$ cat src/rtl/cpu_dbg_pkg.sv
// Shared definitions for the CPU state dumper: beat tags, FSM states and frame length.
package cpu_dbg_pkg;

    localparam logic [7:0] TAG_CYCLE    = 8'hF0;
    localparam logic [7:0] TAG_STALL    = 8'hF1;
    localparam logic [7:0] TAG_FLUSH    = 8'hF2;
    localparam logic [7:0] TAG_PC       = 8'hF3;
    localparam logic [7:0] TAG_REG_BASE = 8'h00;
    localparam logic [7:0] TAG_MEM_BASE = 8'h20;

    localparam int DUMP_BEATS = 44;

    typedef enum logic [1:0] {
        ST_IDLE   = 2'd0,
        ST_FREEZE = 2'd1,
        ST_SEND   = 2'd2
    } dump_state_e;

endpackage

$ cat src/rtl/perf_counters.sv
// Gated wrap-around cycle/stall/flush counters with a shadow snapshot of the
// counters and PC taken while the core is frozen.
module perf_counters
    import cpu_dbg_pkg::*;
#(
    parameter int CNT_W = 32
) (
    input  logic             clk_i,
    input  logic             rst_i,
    input  logic             en_i,
    input  logic             stall_i,
    input  logic             flush_i,
    input  logic             capture_i,
    input  logic [31:0]      pc_i,
    output logic [CNT_W-1:0] cycle_cnt_o,
    output logic [CNT_W-1:0] stall_cnt_o,
    output logic [CNT_W-1:0] flush_cnt_o,
    output logic [CNT_W-1:0] cycle_snap_o,
    output logic [CNT_W-1:0] stall_snap_o,
    output logic [CNT_W-1:0] flush_snap_o,
    output logic [31:0]      pc_snap_o
);

    localparam logic [CNT_W-1:0] CNT_ONE = CNT_W'(1'b1);

    logic [CNT_W-1:0] cycle_q, cycle_d, stall_q, stall_d, flush_q, flush_d;
    logic [CNT_W-1:0] cycle_snap_q, cycle_snap_d, stall_snap_q, stall_snap_d;
    logic [CNT_W-1:0] flush_snap_q, flush_snap_d;
    logic [31:0]      pc_snap_q, pc_snap_d;

    // Next-state for the live counters; all wrap naturally at 2^CNT_W.
    always_comb begin
        cycle_d = cycle_q;
        stall_d = stall_q;
        flush_d = flush_q;
        if (en_i) begin
            cycle_d = cycle_q + CNT_ONE;
            if (stall_i) begin
                stall_d = stall_q + CNT_ONE;
            end else begin
                stall_d = stall_q;
            end
            if (flush_i) begin
                flush_d = flush_q + CNT_ONE;
            end else begin
                flush_d = flush_q;
            end
        end else begin
            cycle_d = cycle_q;
        end
    end

    // Next-state for the snapshot shadows.
    always_comb begin
        cycle_snap_d = cycle_snap_q;
        stall_snap_d = stall_snap_q;
        flush_snap_d = flush_snap_q;
        pc_snap_d    = pc_snap_q;
        if (capture_i) begin
            cycle_snap_d = cycle_q;
            stall_snap_d = stall_q;
            flush_snap_d = flush_q;
            pc_snap_d    = pc_i;
        end else begin
            pc_snap_d    = pc_snap_q;
        end
    end

    // Counter and shadow registers.
    always_ff @(posedge clk_i) begin
        if (rst_i) begin
            cycle_q      <= '0;
            stall_q      <= '0;
            flush_q      <= '0;
            cycle_snap_q <= '0;
            stall_snap_q <= '0;
            flush_snap_q <= '0;
            pc_snap_q    <= 32'd0;
        end else begin
            cycle_q      <= cycle_d;
            stall_q      <= stall_d;
            flush_q      <= flush_d;
            cycle_snap_q <= cycle_snap_d;
            stall_snap_q <= stall_snap_d;
            flush_snap_q <= flush_snap_d;
            pc_snap_q    <= pc_snap_d;
        end
    end

    assign cycle_cnt_o  = cycle_q;
    assign stall_cnt_o  = stall_q;
    assign flush_cnt_o  = flush_q;
    assign cycle_snap_o = cycle_snap_q;
    assign stall_snap_o = stall_snap_q;
    assign flush_snap_o = flush_snap_q;
    assign pc_snap_o    = pc_snap_q;

endmodule

$ cat src/rtl/cpu_state_dumper.sv
// Freezes the core on request and streams counters, PC, register file and the
// low data-memory words as tagged beats over a registered valid/ready port.
module cpu_state_dumper
    import cpu_dbg_pkg::*;
#(
    parameter int NUM_REGS      = 32,
    parameter int NUM_MEM_WORDS = 8,
    parameter int CNT_W         = 32
) (
    input  logic             clk_i,
    input  logic             rst_i,
    input  logic             start_i,
    input  logic             stall_i,
    input  logic             flush_i,
    input  logic [31:0]      pc_i,
    input  logic             dump_req_i,
    output logic             hold_o,
    output logic             busy_o,
    output logic [4:0]       reg_addr_o,
    input  logic [31:0]      reg_data_i,
    output logic [31:0]      mem_addr_o,
    input  logic [31:0]      mem_data_i,
    output logic             out_valid_o,
    input  logic             out_ready_i,
    output logic [7:0]       out_tag_o,
    output logic [31:0]      out_data_o,
    output logic [CNT_W-1:0] cycle_cnt_o,
    output logic [CNT_W-1:0] stall_cnt_o,
    output logic [CNT_W-1:0] flush_cnt_o
);

    localparam logic [5:0] BEAT_REG0 = 6'd4;
    localparam logic [5:0] BEAT_MEM0 = 6'(4 + NUM_REGS);
    localparam logic [5:0] BEAT_END  = 6'(4 + NUM_REGS + NUM_MEM_WORDS);

    dump_state_e state_q, state_d;
    logic [5:0]  beat_q, beat_d;
    logic        out_valid_q, out_valid_d;
    logic [7:0]  out_tag_q, out_tag_d;
    logic [31:0] out_data_q, out_data_d;

    logic             busy, capture, accept, slot_free, load_beat, last_accept;
    logic [5:0]       beat_off;
    logic [7:0]       beat_tag;
    logic [31:0]      beat_data;
    logic [CNT_W-1:0] cycle_snap, stall_snap, flush_snap;
    logic [31:0]      pc_snap;

    assign busy        = (state_q != ST_IDLE);
    assign capture     = (state_q == ST_FREEZE);
    assign accept      = out_valid_q & out_ready_i;
    assign slot_free   = ~out_valid_q | out_ready_i;
    assign load_beat   = busy & slot_free & (beat_q != BEAT_END);
    assign last_accept = (state_q == ST_SEND) & accept & (beat_q == BEAT_END);

    perf_counters #(
        .CNT_W(CNT_W)
    ) u_perf_counters (
        .clk_i       (clk_i),
        .rst_i       (rst_i),
        .en_i        (start_i & ~busy),
        .stall_i     (stall_i),
        .flush_i     (flush_i),
        .capture_i   (capture),
        .pc_i        (pc_i),
        .cycle_cnt_o (cycle_cnt_o),
        .stall_cnt_o (stall_cnt_o),
        .flush_cnt_o (flush_cnt_o),
        .cycle_snap_o(cycle_snap),
        .stall_snap_o(stall_snap),
        .flush_snap_o(flush_snap),
        .pc_snap_o   (pc_snap)
    );

    // FSM state register.
    always_ff @(posedge clk_i) begin
        if (rst_i) begin
            state_q <= ST_IDLE;
        end else begin
            state_q <= state_d;
        end
    end

    // FSM next-state logic; requests arriving while busy are dropped.
    always_comb begin
        state_d = state_q;
        case (state_q)
            ST_IDLE: begin
                if (dump_req_i) begin
                    state_d = ST_FREEZE;
                end else begin
                    state_d = ST_IDLE;
                end
            end
            ST_FREEZE: state_d = ST_SEND;
            ST_SEND: begin
                if (last_accept) begin
                    state_d = ST_IDLE;
                end else begin
                    state_d = ST_SEND;
                end
            end
            default: state_d = ST_IDLE;
        endcase
    end

    // Beat decode: tag, payload and read addresses for the next beat to load.
    // Beat 0 is loaded in FREEZE, before the shadows hold it, so it uses the
    // (already frozen) live cycle count.
    always_comb begin
        beat_off   = 6'd0;
        beat_tag   = 8'd0;
        beat_data  = 32'd0;
        reg_addr_o = 5'd0;
        mem_addr_o = 32'd0;
        if (beat_q < BEAT_REG0) begin
            case (beat_q[1:0])
                2'd0: begin
                    beat_tag  = TAG_CYCLE;
                    beat_data = 32'(capture ? cycle_cnt_o : cycle_snap);
                end
                2'd1: begin
                    beat_tag  = TAG_STALL;
                    beat_data = 32'(stall_snap);
                end
                2'd2: begin
                    beat_tag  = TAG_FLUSH;
                    beat_data = 32'(flush_snap);
                end
                default: begin
                    beat_tag  = TAG_PC;
                    beat_data = pc_snap;
                end
            endcase
        end else if (beat_q < BEAT_MEM0) begin
            beat_off  = beat_q - BEAT_REG0;
            beat_tag  = TAG_REG_BASE + {2'b00, beat_off};
            beat_data = reg_data_i;
            if (state_q == ST_SEND) begin
                reg_addr_o = beat_off[4:0];
            end else begin
                reg_addr_o = 5'd0;
            end
        end else if (beat_q < BEAT_END) begin
            beat_off  = beat_q - BEAT_MEM0;
            beat_tag  = TAG_MEM_BASE + {2'b00, beat_off};
            beat_data = mem_data_i;
            if (state_q == ST_SEND) begin
                mem_addr_o = {24'd0, beat_off, 2'b00};
            end else begin
                mem_addr_o = 32'd0;
            end
        end else begin
            beat_tag  = 8'd0;
        end
    end

    // Output stage next-state: load into a free slot, else drain on accept.
    always_comb begin
        out_valid_d = out_valid_q;
        out_tag_d   = out_tag_q;
        out_data_d  = out_data_q;
        beat_d      = beat_q;
        if (load_beat) begin
            out_valid_d = 1'b1;
            out_tag_d   = beat_tag;
            out_data_d  = beat_data;
            beat_d      = beat_q + 6'd1;
        end else if (accept) begin
            out_valid_d = 1'b0;
            beat_d      = last_accept ? 6'd0 : beat_q;
        end else begin
            out_valid_d = out_valid_q;
        end
    end

    // Output stage and beat index registers.
    always_ff @(posedge clk_i) begin
        if (rst_i) begin
            out_valid_q <= 1'b0;
            out_tag_q   <= 8'd0;
            out_data_q  <= 32'd0;
            beat_q      <= 6'd0;
        end else begin
            out_valid_q <= out_valid_d;
            out_tag_q   <= out_tag_d;
            out_data_q  <= out_data_d;
            beat_q      <= beat_d;
        end
    end

    assign hold_o      = busy;
    assign busy_o      = busy;
    assign out_valid_o = out_valid_q;
    assign out_tag_o   = out_tag_q;
    assign out_data_o  = out_data_q;

endmodule
$ cat config.mk
export PLATFORM = sky130hd
export DESIGN_NAME = cpu_state_dumper
export DESIGN_NICKNAME = d
export VERILOG_FILES = /design/src/rtl/cpu_dbg_pkg.sv /design/src/rtl/perf_counters.sv /design/src/rtl/cpu_state_dumper.sv
export SDC_FILE = /design/constraint.sdc
export NUM_CORES = 1
export LEC_CHECK = 0
export ABC_AREA = 1
export CAP_MARGIN = 20
export CORE_MARGIN = 5
export CORE_UTILIZATION = 35
export DETAILED_ROUTE_END_ITERATION = 8
export PLACE_DENSITY = 0.62
export SYNTH_ARGS = -nofsm -noshare
export SYNTH_HDL_FRONTEND = slang
export SYNTH_HIERARCHICAL = 1
export SYNTH_SLANG_ARGS = --single-unit
$ cat constraint.sdc
create_clock -name clk_i -period 1.9 [get_ports clk_i]
set_input_delay 0.38 -clock clk_i [delete_from_list [all_inputs] [get_ports clk_i]]
set_output_delay 0.38 -clock clk_i [all_outputs]
set_load 0.02 [all_outputs]
# --- Word-level counts from Yosys, hierarchy flattened ---
# Cells that the tools add are included.
totals:
  reg_bits: 273
  in_bits: 103
  output_inout_bits: 176
classes:
  add_sub_neg: 7
  order_cmp: 3
  n_eq_ne: 6
  n_mux: 24
  bitwise: 9
  reduce_logical: 8
ops:
  columns: ["cell", "n"]
  rows:
  - ["32-bit two-way mux", 4]
  - ["32-bit by 1-bit adder with 32-bit output (second input constant)", 3]
  - ["32-bit case mux with 3 select lines", 1]
  - ["8-bit two-way mux", 5]
  - ["6-bit two-way mux", 3]
  - ["5-bit two-way mux", 3]
  - ["7-bit two-way mux", 2]
  - ["6-bit less-than comparator (second input constant)", 2]
  - ["2-bit case mux with 3 select lines", 2]
  - ["6-bit by 6-bit adder with 7-bit output (first input constant)", 1]
  - ["6-bit by 1-bit adder with 6-bit output (second input constant)", 1]
  - ["1-bit AND", 6]
  - ["6-bit == test (second input constant)", 1]
  - ["6-bit by 3-bit less-than comparator with 1-bit output (second input constant)", 1]
  - ["6-bit inequality test (second input constant)", 1]
  - ["2-bit AND reduction", 3]
  - ["2-bit nonzero test", 3]
  - ["6-bit by 3-bit subtractor with 6-bit output (second input constant)", 1]
  - ["6-bit subtractor (second input constant)", 1]
  - ["2-bit by 1-bit == test with 1-bit output (second input constant)", 2]
  - ["2-bit == test (second input constant)", 2]
  - ["2-bit zero test", 2]
  - ["1-bit two-way mux", 3]
  - ["2-bit two-way mux", 1]
  - ["2 further kinds", 3]

# --- Depth between registers and ports, before layout ---
# Gate-level depths: netlist (run 1).
logic_depth:
  depth_word: 6
  mapped_depth: 13
  ltp_nobuf: 11

# --- Hierarchy ---
# Netlist (run 1), hierarchy kept.
by_module_without_submodules:
  columns: ["module", "n_inst", "cells_each", "area_per_inst_um2", "seq_area_each_um2"]
  rows:
  - ["perf_counters", 1, 1323, 9273.9, 4484.3]
  - ["cpu_state_dumper", 1, 801, 4520.6, 980.9]

# --- Worst setup path after synthesis (run 1) ---
# OpenSTA, ideal clock, no wires.
synth_path:
  path_type: "reg2out"
  startpoint: "register beat_q[2]"
  endpoint: "output mem_addr_o[7]"
  t_arrival_ns: 1.540
  path_slack_ns: -0.020
  path_stages_with_launch: 9
  path_buffers: 0
  cell_sequence: "dfxtp_1 > inv_1 > ha_1 > nand2_2 > nand2_2 > clkinv_2 > nand2_4 > or2_2 > nor2_1"
synth_via:
  elab_chain_cells: 5
  elab_cells_between_ends: 8
  classes_between: "add/sub (1); order compare (3); mux (4)"
synth_rtl:
  columns: ["element", "line", "source"]
  rows:
  - ["start: declaration", "cpu_state_dumper.sv:37", "logic [5:0] beat_q, beat_d;"]
  - ["start signal: assignment", "cpu_state_dumper.sv:188", "beat_q <= beat_d;"]
  - ["6-bit subtractor", "cpu_state_dumper.sv:145", "beat_off = beat_q - BEAT_MEM0;"]
  - ["8-bit two-way mux", "cpu_state_dumper.sv:148", "if (state_q == ST_SEND) begin"]
  - ["8-bit two-way mux", "cpu_state_dumper.sv:144", "end else if (beat_q < BEAT_END) begin"]
  - ["8-bit two-way mux", "cpu_state_dumper.sv:135", "end else if (beat_q < BEAT_MEM0) begin"]
  - ["8-bit two-way mux (*)", "cpu_state_dumper.sv:116", "if (beat_q < BEAT_REG0) begin"]
  - ["end: declaration", "cpu_state_dumper.sv:21", "output logic [31:0] mem_addr_o,"]
# Mark *: on every way between the ends. The rest lies on a longest branch, timed or not.

# --- Worst setup path in the final report (run 1) ---
# Same ends and word-level chain as after synthesis.

==> results of run 1 <==
## state kept, by name (all words and copies together), names as in the netlist, 2 cells and up
signal	count
u_perf_counters/cycle_cnt_o	32
u_perf_counters/stall_snap_o	32
u_perf_counters/pc_snap_o	32
beat_q	6
state_q	2
u_perf_counters/flush_snap_o	32
u_perf_counters/cycle_snap_o	32
u_perf_counters/flush_cnt_o	32
out_tag_o	8
u_perf_counters/stall_cnt_o	32
out_data_o	32
## report_power, final
part	switching (mW)	total, mW	internal, mW
Sequential	0.162	6.20	6.03
Clock	2.57	6.88	4.31
Combinational	1.35	2.26	0.910
## layout make-up
type	instances	area (sq um)
clock buffer	48	1030
clock inverter	10	165
fill	3951	19800
inverter	170	656
multi-input combinational	1577	7300
sequential	273	5480
tap	518	648
timing repair buffer	393	3740
## timing repair
action	4_1_cts	5_1_grt
pin swaps	7	9
resized for setup	168	62
gates cloned	0	2
hold buffers	0	0
setup buffers	5	6
setup endpoints to repair	103	146
## stage by stage
stage	setup WS, ns	TNS [ns]	hold slack, ns	cells	utilization, %
after detailed placement	-0.343	-21.58	0.464	2918	45.2
after global routing	-0.295	-2.33	0.429	2989	49.0
final	-0.223	-1.57	0.425	2989	49.0
after global placement	-0.290	-16.95	0.458	2918	45.2
after CTS	-0.273	-1.68	0.405	2981	48.3
after floorplan	0.0532	0	0.457	2150	-
## synth_stat cells (14+ instances only)
cell                       number  area (sq um)
sky130_fd_sc_hd__nor3_1        14          70.1
sky130_fd_sc_hd__clkbuf_1      63           236
sky130_fd_sc_hd__nand4_1       19           119
sky130_fd_sc_hd__buf_4         33           248
sky130_fd_sc_hd__o21a_1        15           113
sky130_fd_sc_hd__o21ai_0      198           991
sky130_fd_sc_hd__o21bai_1      20           150
sky130_fd_sc_hd__nand3_1      114           571
sky130_fd_sc_hd__nand2_1      450          1690
sky130_fd_sc_hd__a21oi_1      163           816
sky130_fd_sc_hd__nor2_1       470          1760
sky130_fd_sc_hd__buf_2         25           125
sky130_fd_sc_hd__dfxtp_1      273          5470
sky130_fd_sc_hd__inv_1        157           589
sky130_fd_sc_hd__nor2_2        16           100
## cells by family after synthesis
kind of cell	Yosys count	synth area share [%]
AO/OA/AOI/OAI	418	16.1
XOR/XNOR	9	0.571
adder cells (fa/ha/maj)	10	0.907
buffers and inverters	301	9.69
flip-flops	273	39.6
other	1	0.0272
AND/OR/NAND/NOR	1112	33.1
## path summary, 6_finish.rpt
check | startpoint | endpoint | slack, ns | cells past startpoint
worst max-delay path | beat_q[2] | mem_addr_o[7] | -0.22 | 9
worst min-delay path | rst_i | u_perf_counters/flush_cnt_o[11] | 0.43 | 3
worst max register to register | beat_q[1] | out_data_o[11] | 0.08 | 12
worst min register to register | out_tag_o[2] | out_tag_o[2] | 0.47 | 2
## worst max-delay path: cells and delay by family (launching register included)
family | cells | cell delay [ns]
adder cells (fa/ha/maj) | 1 | 0.16
buffers and inverters | 3 | 0.24
flip-flops | 1 | 0.35
AND/OR/NAND/NOR | 5 | 0.48
## layout by cell type, fill, tap and decap left out, types with 4 or more instances in the layout
master | synthesis | layout
sky130_fd_sc_hd__a21oi_1 | 163 | 161
sky130_fd_sc_hd__a21oi_2 | 10 | 12
sky130_fd_sc_hd__and2_1 | 4 | 4
sky130_fd_sc_hd__buf_12 | 0 | 17
sky130_fd_sc_hd__buf_4 | 33 | 123
sky130_fd_sc_hd__buf_6 | 6 | 9
sky130_fd_sc_hd__bufinv_16 | 0 | 4
sky130_fd_sc_hd__clkbuf_1 | 63 | 5
sky130_fd_sc_hd__clkbuf_16 | 0 | 38
sky130_fd_sc_hd__clkbuf_8 | 0 | 6
sky130_fd_sc_hd__clkdlybuf4s50_1 | 0 | 146
sky130_fd_sc_hd__conb_1 | 1 | 27
sky130_fd_sc_hd__dfxtp_1 | 273 | 264
sky130_fd_sc_hd__dfxtp_2 | 0 | 9
sky130_fd_sc_hd__dlygate4sd2_1 | 0 | 85
sky130_fd_sc_hd__dlymetal6s2s_1 | 0 | 7
sky130_fd_sc_hd__ha_1 | 10 | 8
sky130_fd_sc_hd__inv_1 | 157 | 153
sky130_fd_sc_hd__inv_2 | 10 | 11
sky130_fd_sc_hd__nand2_1 | 450 | 440
sky130_fd_sc_hd__nand2_2 | 5 | 11
sky130_fd_sc_hd__nand2_4 | 1 | 5
sky130_fd_sc_hd__nand3_1 | 114 | 114
sky130_fd_sc_hd__nand4_1 | 19 | 19
sky130_fd_sc_hd__nor2_1 | 470 | 457
sky130_fd_sc_hd__nor2_2 | 16 | 16
sky130_fd_sc_hd__nor2_4 | 4 | 18
sky130_fd_sc_hd__nor3_1 | 14 | 13
sky130_fd_sc_hd__o21a_1 | 15 | 15
sky130_fd_sc_hd__o21ai_0 | 198 | 197
sky130_fd_sc_hd__o21ai_1 | 8 | 9
sky130_fd_sc_hd__o21bai_1 | 20 | 16
sky130_fd_sc_hd__o21bai_2 | 0 | 4
sky130_fd_sc_hd__xnor2_1 | 5 | 5
sky130_fd_sc_hd__xor2_1 | 4 | 4
## per-layer routing
metal,up-vias,share of wire [%],global-route usage (%)
met5,-,0,0
met2,533,46,36.5
met3,61,6.6,3.46
met1,6863,45,30.3
met4,0,2.0,5.32
li1,7396,-,-
==> implementation parameters, run 1 <==
Parameter                              Value

Detailed routing
  Residual DRC ... 0
  Number of routed nets with antenna violations ... 0
  Detailed-routing iteration count for the pre-antenna-repair pass ... 5
  Total number of vias ... 14900
  Routed wire per std cell ... 17.0 um
  Iteration-0 DRC count of the detailed router ... 1352
  Via density per instance ... 4.97
  Routed Wire Length ... 50900 um

Final layout
  Post-Layout Inst Area ... 19000 sq um
  Antenna cells ... 0
  Area growth syn-to-layout ... 37.9%
  Number of nets in the layout ... 2562
  Proportion of layout cells with a drive suffix above 1 ... 12.4%

Timing
  RSZ-0062 raised after global routing ... true
  Final Hold Violating Endpoints ... 0
  FMAX ... 471 MHz
  Clock period minus worst slack ... 2.12 ns
  Final worst slack ... -0.223 ns
  Part of the cycle the worst path needs ... 112%
  Final Max Slew Viols ... 0
  Setup violation total in the final timing report ... 10
  Clock Skews ... 0.0118 ns

GRT
  Global route total overflow ... 0
  Number of global-route vias before repair ... 14200
  First-pass GRT wire length ... 78600 um
  Maximum number of pins on one net before global-route repair ... 72
  Initial antenna violation count ... 0
  Aggregate global-route resource usage ... 22.1%

Run status
  Violations in the final reports ... setup timing
  Outcome ... finished, violations left

Synthesis
  Sequential share of the synthesized area ... 39.6%
  Count of unique library cells instantiated by Yosys ... 43
  Predominant post-synthesis flop cell ... sky130_fd_sc_hd__dfxtp_1
  Avg Synthesized Cell Area ... 6.49 sq um
  FF+latch count, synth ... 273
  Post-synth EDFFs ... 0
  Share of flip-flops with an asynchronous set or reset after synthesis ... 0%
  Synthesized instance count ... 2124
  Post-synthesis instance area ... 13800 sq um
  Number of synthesis warnings ... 6

Clock network
  Maximum clock path buffer count ... 3
  Clock tree from TritonCTS ... yes
  Clock transition at path regs ... 0.06 ns
  CTS buffer count ... 34
  Root buffer cell ... sky130_fd_sc_hd__clkbuf_16
  Count of clock tree sinks ... 273
  Clock insertion delay at the later pin of the skew report ... 0.52 ns
  Number of H-tree levels ... 2

Pwr
  Peak ir drop on the vdd network ... 0.000469 V
  Static leakage power ... 8.51 nW
  Total power ... 15.3 mW
  Power per standard cell area ... 806 nW/um^2

Floorplanning
  Vertical die dimension ... 209 um
  Die extent in x ... 209 um
  Row cnt ... 72
  Starting density of the core ... 35.5%
  Die ar. ... 43500 sq um
  Area of the core ... 38800 sq um
  Count of pins on the block boundary ... 279

Min path
  Class of the tightest hold or removal check ... in2reg

Setup path
  Critical-path cell with the highest stage delay ... sky130_fd_sc_hd__dfxtp_2
  Critical path, cell by cell ... inv_2 > ha_4 > nand2_4 > nand2_4 > inv_4 > nand2_4 > or2_4 > nor2_4 > buf_6
  Cell repeated most along the worst path ... sky130_fd_sc_hd__nand2_4
  Worst Setup End Kind ... output pin
  Signal arrival time at the worst endpoint ... 1.74 ns
  Worst path max stage delay ... 0.35 ns
  Critical Path RT ... 1.52 ns
  Startpoint type of the worst setup path ... flop
  Type of the worst setup path ... reg2out
  CP Max Fanout ... 3

Placement
  PortBufs ... 251
  Final Wtd Congestion ... 0.915
  Placement-stage cell area ... 17600 sq um
  Final HPWL DP ... 37900 um

Run
  Number of maximum-capacitance constraint violations ... 0
Power figures use the tool's default switching activity.
==> run 2, diff against run 1 <==
- CORE_UTILIZATION: 35 -> 47
- HOLD_SLACK_MARGIN: unset -> 0.12
- PLACE_DENSITY: 0.62 -> 0.79
==> implementation parameters, run 2 (synthesized netlist as in run 1, its figures left out) <==
Parameter                              Value

Run status
  Outcome ... finished, violations left (unchanged)
  Violations in the final reports ... setup timing (unchanged)

Detailed routing
  Sum of met2 wire segment lengths after detailed routing ... 23200 um (was 23500 um)
  Number of routed nets with antenna violations ... 0 (unchanged)
  Met3 Routed Length ... 4240 um (was 3390 um)
  Routed Wire Length ... 49000 um (was 50900 um)
  Detailed-routing iteration count for the pre-antenna-repair pass ... 7 (was 5)
  Wire length on met1 ... 20200 um (was 23000 um)
  Highest routed metal layer ... met4 (unchanged)
  Via density per instance ... 5.37 (was 4.97)
  Iteration-0 DRC count of the detailed router ... 1542 (was 1352)
  Routed wire per std cell ... 17.3 um (was 17.0 um)
  Residual DRC ... 0 (unchanged)
  Total number of vias ... 15200 (was 14900)

Floorplanning
  Starting density of the core ... 47.8% (was 35.5%)
  Die ar. ... 32900 sq um (was 43500 sq um)
  Die extent in x ... 181 um (was 209 um)
  Vertical die dimension ... 181 um (was 209 um)
  Row cnt ... 62 (was 72)
  Area of the core ... 28900 sq um (was 38800 sq um)
  Count of pins on the block boundary ... 279 (unchanged)

Setup path
  Critical-path cell with the highest stage delay ... sky130_fd_sc_hd__dfxtp_2 (unchanged)
  Critical Path RT ... 1.52 ns (about the same)
  Startpoint type of the worst setup path ... flop (unchanged)
  Top delay family on crit path ... buffers and inverters (was simple AND/OR/NAND/NOR gates)
  Cell repeated most along the worst path ... sky130_fd_sc_hd__buf_4 (was sky130_fd_sc_hd__nand2_4)
  CP bufs+invs ... 4 (was 3)
  Critical path, cell by cell ... inv_2 > ha_4 > buf_4 > nand3_4 > nand2_4 > buf_4 > nor2_4 > buf_6 (was inv_2 > ha_4 > nand2_4 > nand2_4 > inv_4 > nand2_4 > or2_4 > nor2_4 > buf_6)
  Type of the worst setup path ... reg2out (unchanged)
  Worst path max stage delay ... 0.35 ns (about the same)
  CP Max Fanout ... 3 (unchanged)
  Signal arrival time at the worst endpoint ... 1.83 ns (was 1.74 ns)
  Worst Setup End Kind ... output pin (unchanged)

Final layout
  Layout Cells excl Fill ... 2827 (was 2989)
  Number of nets in the layout ... 2537 (was 2562)
  Area growth syn-to-layout ... 34.5% (was 37.9%)
  Most frequent standard cell in the layout excluding fill and tap cells ... sky130_fd_sc_hd__nor2_1 (unchanged)
  Antenna cells ... 0 (unchanged)
  Highest-count cells in the layout ignoring fill and taps ... sky130_fd_sc_hd__nor2_1, sky130_fd_sc_hd__nand2_1, sky130_fd_sc_hd__dfxtp_1, sky130_fd_sc_hd__o21ai_0, sky130_fd_sc_hd__a21oi_1 (unchanged)
  Proportion of layout cells with a drive suffix above 1 ... 11.9% (was 12.4%)

Timing
  Final Max Slew Viols ... 0 (unchanged)
  Max_slew headroom ... 66.5%
  Worst Tran Pin Value ... 0.502 ns
  RSZ-0062 raised after global routing ... true (unchanged)
  FMAX ... 453 MHz (was 471 MHz)
  Final TNS setup ... -2.49 ns (was -1.57 ns)
  Final worst slack ... -0.308 ns (was -0.223 ns)
  Clock period minus worst slack ... 2.21 ns (was 2.12 ns)
  Part of the cycle the worst path needs ... 116% (was 112%)
  Setup violation total in the final timing report ... 15 (was 10)
  Final Hold Violating Endpoints ... 0 (unchanged)
  Clock Skews ... 0.0169 ns (was 0.0118 ns)

Pwr
  Power share of the combinational group ... 15.3% (was 14.7%)
  Peak ir drop on the vdd network ... 0.000561 V (was 0.000469 V)
  Static leakage power ... 8.66 nW (was 8.51 nW)
  Sw Ratio ... 27.3% (was 26.6%)
  Total power ... 14.2 mW (was 15.3 mW)
  Share of power burned in the clock network ... 40.9% (was 44.9%)
  Power per standard cell area ... 763 nW/um^2 (was 806 nW/um^2)
  Internal power ... 10.3 mW (was 11.3 mW)
  Sw Pwr ... 3.86 mW (was 4.08 mW)
  Sequential cell fraction of total power ... 43.8% (was 40.4%)

Clock network
  CTS buffer count ... 29 (was 34)
  Clock tree from TritonCTS ... yes (unchanged)
  Clock transition at path regs ... 0.06 ns (about the same)
  Number of H-tree levels ... 1 (was 2)
  Maximum clock path buffer count ... 3 (unchanged)
  Clock insertion delay at the later pin of the skew report ... 0.56 ns (was 0.52 ns)
  Count of clock tree sinks ... 273 (unchanged)
  Root buffer cell ... sky130_fd_sc_hd__clkbuf_16 (unchanged)

Placement
  PortBufs ... 251 (unchanged)
  Final Wtd Congestion ... 0.951 (was 0.915)
  Number of cells after detailed placement ... 2765 (was 2918)
  Final HPWL DP ... 35200 um (was 37900 um)

Min path
  Class of the tightest hold or removal check ... in2reg (unchanged)

GRT
  First-pass GRT wire length ... 75000 um (was 78600 um)
  Initial antenna violation count ... 0 (unchanged)
  Global route total overflow ... 0 (unchanged)
  Aggregate global-route resource usage ... 27.6% (was 22.1%)
  Number of global-route vias before repair ... 14300 (was 14200)
  Maximum number of pins on one net before global-route repair ... 86 (was 72)

Run
  Number of maximum-capacitance constraint violations ... 0 (unchanged)
## run 2: changes by cell type in the layout (fill, tap and decap cells not counted), moves of 7 or more
cell,before,now
sky130_fd_sc_hd__nor2_4,18,25
sky130_fd_sc_hd__clkbuf_16,38,31
sky130_fd_sc_hd__buf_4,123,101
sky130_fd_sc_hd__nor2_1,457,450
sky130_fd_sc_hd__dlygate4sd2_1,85,106
sky130_fd_sc_hd__clkdlybuf4s50_1,146,109
sky130_fd_sc_hd__dlymetal6s2s_1,7,23
## run 2: power groups by stage
stage	clock network [mW]	logic, mW	registers (mW)
after detailed placement	0	2.11	6.32
after floorplan	0	1.08	6.39
after global routing	6.12	2.35	6.23
after global placement	0	2.08	6.31
after CTS	5.84	2.11	6.19
final	5.79	2.17	6.20
## run 2: path summary, 6_finish.rpt
check,from,end,slack [ns],cells after the start
hold / removal,rst_i,beat_q[3],0.15,2
setup reg to reg,beat_q[3],out_tag_o[1],-0.08,14
hold reg to reg,out_tag_o[2],out_tag_o[2],0.46,2
setup / recovery,beat_q[3],reg_addr_o[4],-0.31,8
## run 2: metrics by stage
stage / utilization, % / hold slack (ns) / setup WS [ns] / area, sq um
2_1_floorplan: - / 0.457 / 0.0532 / 13900
3_3_place_gp: 59.7 / 0.457 / -0.297 / 17200
3_5_place_dp: 59.7 / 0.455 / -0.341 / 17200
4_1_cts: 63.1 / 0.127 / -0.300 / 18200
5_1_grt: 64.3 / 0.147 / -0.362 / 18600
6_report: 64.3 / 0.151 / -0.308 / 18600
## run 2: metal layers
metal	track usage (%)	vias to the layer above
met5	0	-
li1	-	7336
met1	36.2	7043
met2	46.6	716
met3	4.79	93
met4	8.20	0
## run 2: layout make-up
class                   count  area, sq um
clock buffers              38          820
inverters                 170          658
multi-input cells        1577         7370
repair buffers            373         3600
clock inverters            12          141
flip-flops and latches    273         5480
fillers                  2596        10300
well taps                 384          480
## run 2: timing repair
item | 4_1_cts | 5_1_grt
resized for setup | 211 | 81
buffers inserted | 9 | 3
gates cloned | 0 | 3
pin swaps | 6 | 9
setup endpoints to repair | 139 | 194
hold buffers | 0 | 0
endpoints found under the hold margin | 0 | 0
==> run 3, diff against run 2 <==
- CORE_UTILIZATION: 47 -> 45
- MAX_ROUTING_LAYER: unset -> met4
- PLACE_DENSITY: 0.79 -> 0.76
==> implementation parameters, run 3 (synthesized netlist as in run 1, its figures left out) <==
Parameter                              Value

Run status
  Outcome ... finished, violations left (unchanged)
  Violations in the final reports ... setup timing (unchanged)

Floorplanning
  Starting density of the core ... 45.3% (was 47.8%)
  Row cnt ... 64 (was 62)
  Count of pins on the block boundary ... 279 (unchanged)
  Area of the core ... 30400 sq um (was 28900 sq um)
  Die extent in x ... 185 um (was 181 um)
  Vertical die dimension ... 185 um (was 181 um)
  Die ar. ... 34300 sq um (was 32900 sq um)

Setup path
  Critical path, cell by cell ... inv_2 > ha_4 > buf_6 > nand3_4 > buf_6 > nand2_4 > nor2_1 > buf_4 (was inv_2 > ha_4 > buf_4 > nand3_4 > nand2_4 > buf_4 > nor2_4 > buf_6)
  Top delay family on crit path ... buffers and inverters (unchanged)
  Startpoint type of the worst setup path ... flop (unchanged)
  Worst Setup End Kind ... output pin (unchanged)
  Critical-path cell with the highest stage delay ... sky130_fd_sc_hd__dfxtp_2 (unchanged)
  Worst path max stage delay ... 0.35 ns (about the same)
  CP Max Fanout ... 3 (unchanged)
  Signal arrival time at the worst endpoint ... 1.80 ns (was 1.83 ns)
  CP bufs+invs ... 4 (unchanged)
  Critical Path RT ... 1.52 ns (about the same)
  Cell repeated most along the worst path ... sky130_fd_sc_hd__buf_6 (was sky130_fd_sc_hd__buf_4)
  Type of the worst setup path ... reg2out (unchanged)

GRT
  Aggregate global-route resource usage ... 27.3% (was 27.6%)
  Maximum number of pins on one net before global-route repair ... 64 (was 86)
  Global route total overflow ... 0 (unchanged)
  First-pass GRT wire length ... 73700 um (was 75000 um)
  Initial antenna violation count ... 0 (unchanged)
  Number of global-route vias before repair ... 14000 (was 14300)

Timing
  Final Max Slew Viols ... 0 (unchanged)
  Final Hold Violating Endpoints ... 0 (unchanged)
  Worst Tran Pin Value ... 0.721 ns (was 0.502 ns)
  Setup violation total in the final timing report ... 10 (was 15)
  Part of the cycle the worst path needs ... 115% (was 116%)
  Hold_ws ... 0.404 ns (was 0.151 ns)
  Max_slew headroom ... 51.5% (was 66.5%)
  Clock Skews ... 0.0231 ns (was 0.0169 ns)
  RSZ-0062 raised after global routing ... true (unchanged)
  Clock period minus worst slack ... 2.18 ns (was 2.21 ns)
  Final worst slack ... -0.280 ns (was -0.308 ns)
  FMAX ... 459 MHz (was 453 MHz)

Detailed routing
  Routed wire per std cell ... 17.1 um (was 17.3 um)
  Routed Wire Length ... 48800 um (was 49000 um)
  Number of routed nets with antenna violations ... 0 (unchanged)
  Detailed-routing iteration count for the pre-antenna-repair pass ... 6 (was 7)
  Iteration-0 DRC count of the detailed router ... 1522 (was 1542)
  Via density per instance ... 5.32 (was 5.37)
  Residual DRC ... 0 (unchanged)
  Total number of vias ... 15200 (about the same)

Clock network
  Clock tree from TritonCTS ... yes (unchanged)
  Clock insertion delay at the later pin of the skew report ... 0.56 ns (about the same)
  CTS buffer count ... 30 (was 29)
  Number of H-tree levels ... 1 (unchanged)
  Maximum clock path buffer count ... 3 (unchanged)
  Count of clock tree sinks ... 273 (unchanged)
  Root buffer cell ... sky130_fd_sc_hd__clkbuf_16 (unchanged)
  Clock transition at path regs ... 0.06 ns (about the same)

Pwr
  Peak ir drop on the vdd network ... 0.000723 V (was 0.000561 V)
  Total power ... 14.6 mW (was 14.2 mW)
  Static leakage power ... 8.66 nW (about the same)
  Power per standard cell area ... 785 nW/um^2 (was 763 nW/um^2)

Final layout
  Area growth syn-to-layout ... 34.9% (was 34.5%)
  Highest-count cells in the layout ignoring fill and taps ... sky130_fd_sc_hd__nor2_1, sky130_fd_sc_hd__nand2_1, sky130_fd_sc_hd__dfxtp_1, sky130_fd_sc_hd__o21ai_0, sky130_fd_sc_hd__a21oi_1 (unchanged)
  Most frequent standard cell in the layout excluding fill and tap cells ... sky130_fd_sc_hd__nor2_1 (unchanged)
  Antenna cells ... 0 (unchanged)
  Number of nets in the layout ... 2543 (was 2537)
  Filler instances ... 2743 (was 2596)
  Proportion of layout cells with a drive suffix above 1 ... 11.8% (was 11.9%)

Placement
  Final Wtd Congestion ... 0.969 (was 0.951)
  Final HPWL DP ... 35500 um (was 35200 um)
  PortBufs ... 251 (unchanged)

Min path
  Class of the tightest hold or removal check ... in2reg (unchanged)

Run
  Number of maximum-capacitance constraint violations ... 0 (unchanged)
## run 3: repair_timing
item | CTS | global route
buffers inserted | 5 | 4
hold endpoints to repair | 3 | 0
gates resized for setup | 199 | 77
hold buffers | 1 | 0
cloned | 0 | 2
pin swaps | 6 | 14
setup endpoints to repair | 145 | 113
## run 3: final cells by class
class	count	area, sq um	share of cell area, %
multi-input cells	1577	7310	39.3
flip-flops and latches	273	5480	29.4
clock buffers	38	841	4.52
well taps	396	495	2.66
inverters	170	658	3.54
clock inverters	18	236	1.27
repair buffers	378	3590	19.3
## run 3: metal layers
layer,part of all wire [%],track usage [%],vias up
li1,-,-,7355
met1,42,35.1,7000
met2,47,45.0,686
met3,7.7,3.26,110
met4,3.4,8.49,0
met5,0,-,-
## run 3: power by group
part | internal [mW] | switching [mW]
clock | 3.81 | 2.47
sequential | 6.03 | 0.168
combinational | 0.827 | 1.30
total | 10.7 | 3.94
## run 3: worst reg2reg max path: stages (launching register included)
cell and delay [ns]:
sky130_fd_sc_hd__dfxtp_4 0.39, sky130_fd_sc_hd__inv_1 0.08, sky130_fd_sc_hd__ha_1 0.24, sky130_fd_sc_hd__buf_12 0.17
sky130_fd_sc_hd__a21oi_1 0.31, sky130_fd_sc_hd__nand2_1 0.19, sky130_fd_sc_hd__o21bai_1 0.22, sky130_fd_sc_hd__nand2_1 0.07
sky130_fd_sc_hd__a21oi_1 0.06
## run 3: worst paths after layout
kind / startpoint / end / slack (ns) / cells past startpoint
setup / recovery: beat_q[2] / reg_addr_o[4] / -0.28 / 8
hold / removal: pc_i[8] / u_perf_counters/pc_snap_o[8] / 0.40 / 3
setup reg to reg: beat_q[0] / out_data_o[22] / 0.04 / 8
hold reg to reg: out_tag_o[2] / out_tag_o[2] / 0.48 / 2
## run 3: metrics by stage
step           TNS, ns  area, sq um  utilization, %  instances  setup WS (ns)
3_5_place_dp    -14.99        17300            56.7       2783         -0.348
6_report         -2.13        18600            61.2       2850         -0.280
5_1_grt          -2.84        18600            61.2       2850         -0.347
4_1_cts          -2.14        18300            60.2       2844         -0.324
2_1_floorplan        0        13900               -       2150         0.0532
3_3_place_gp    -11.71        17300            56.7       2783         -0.288
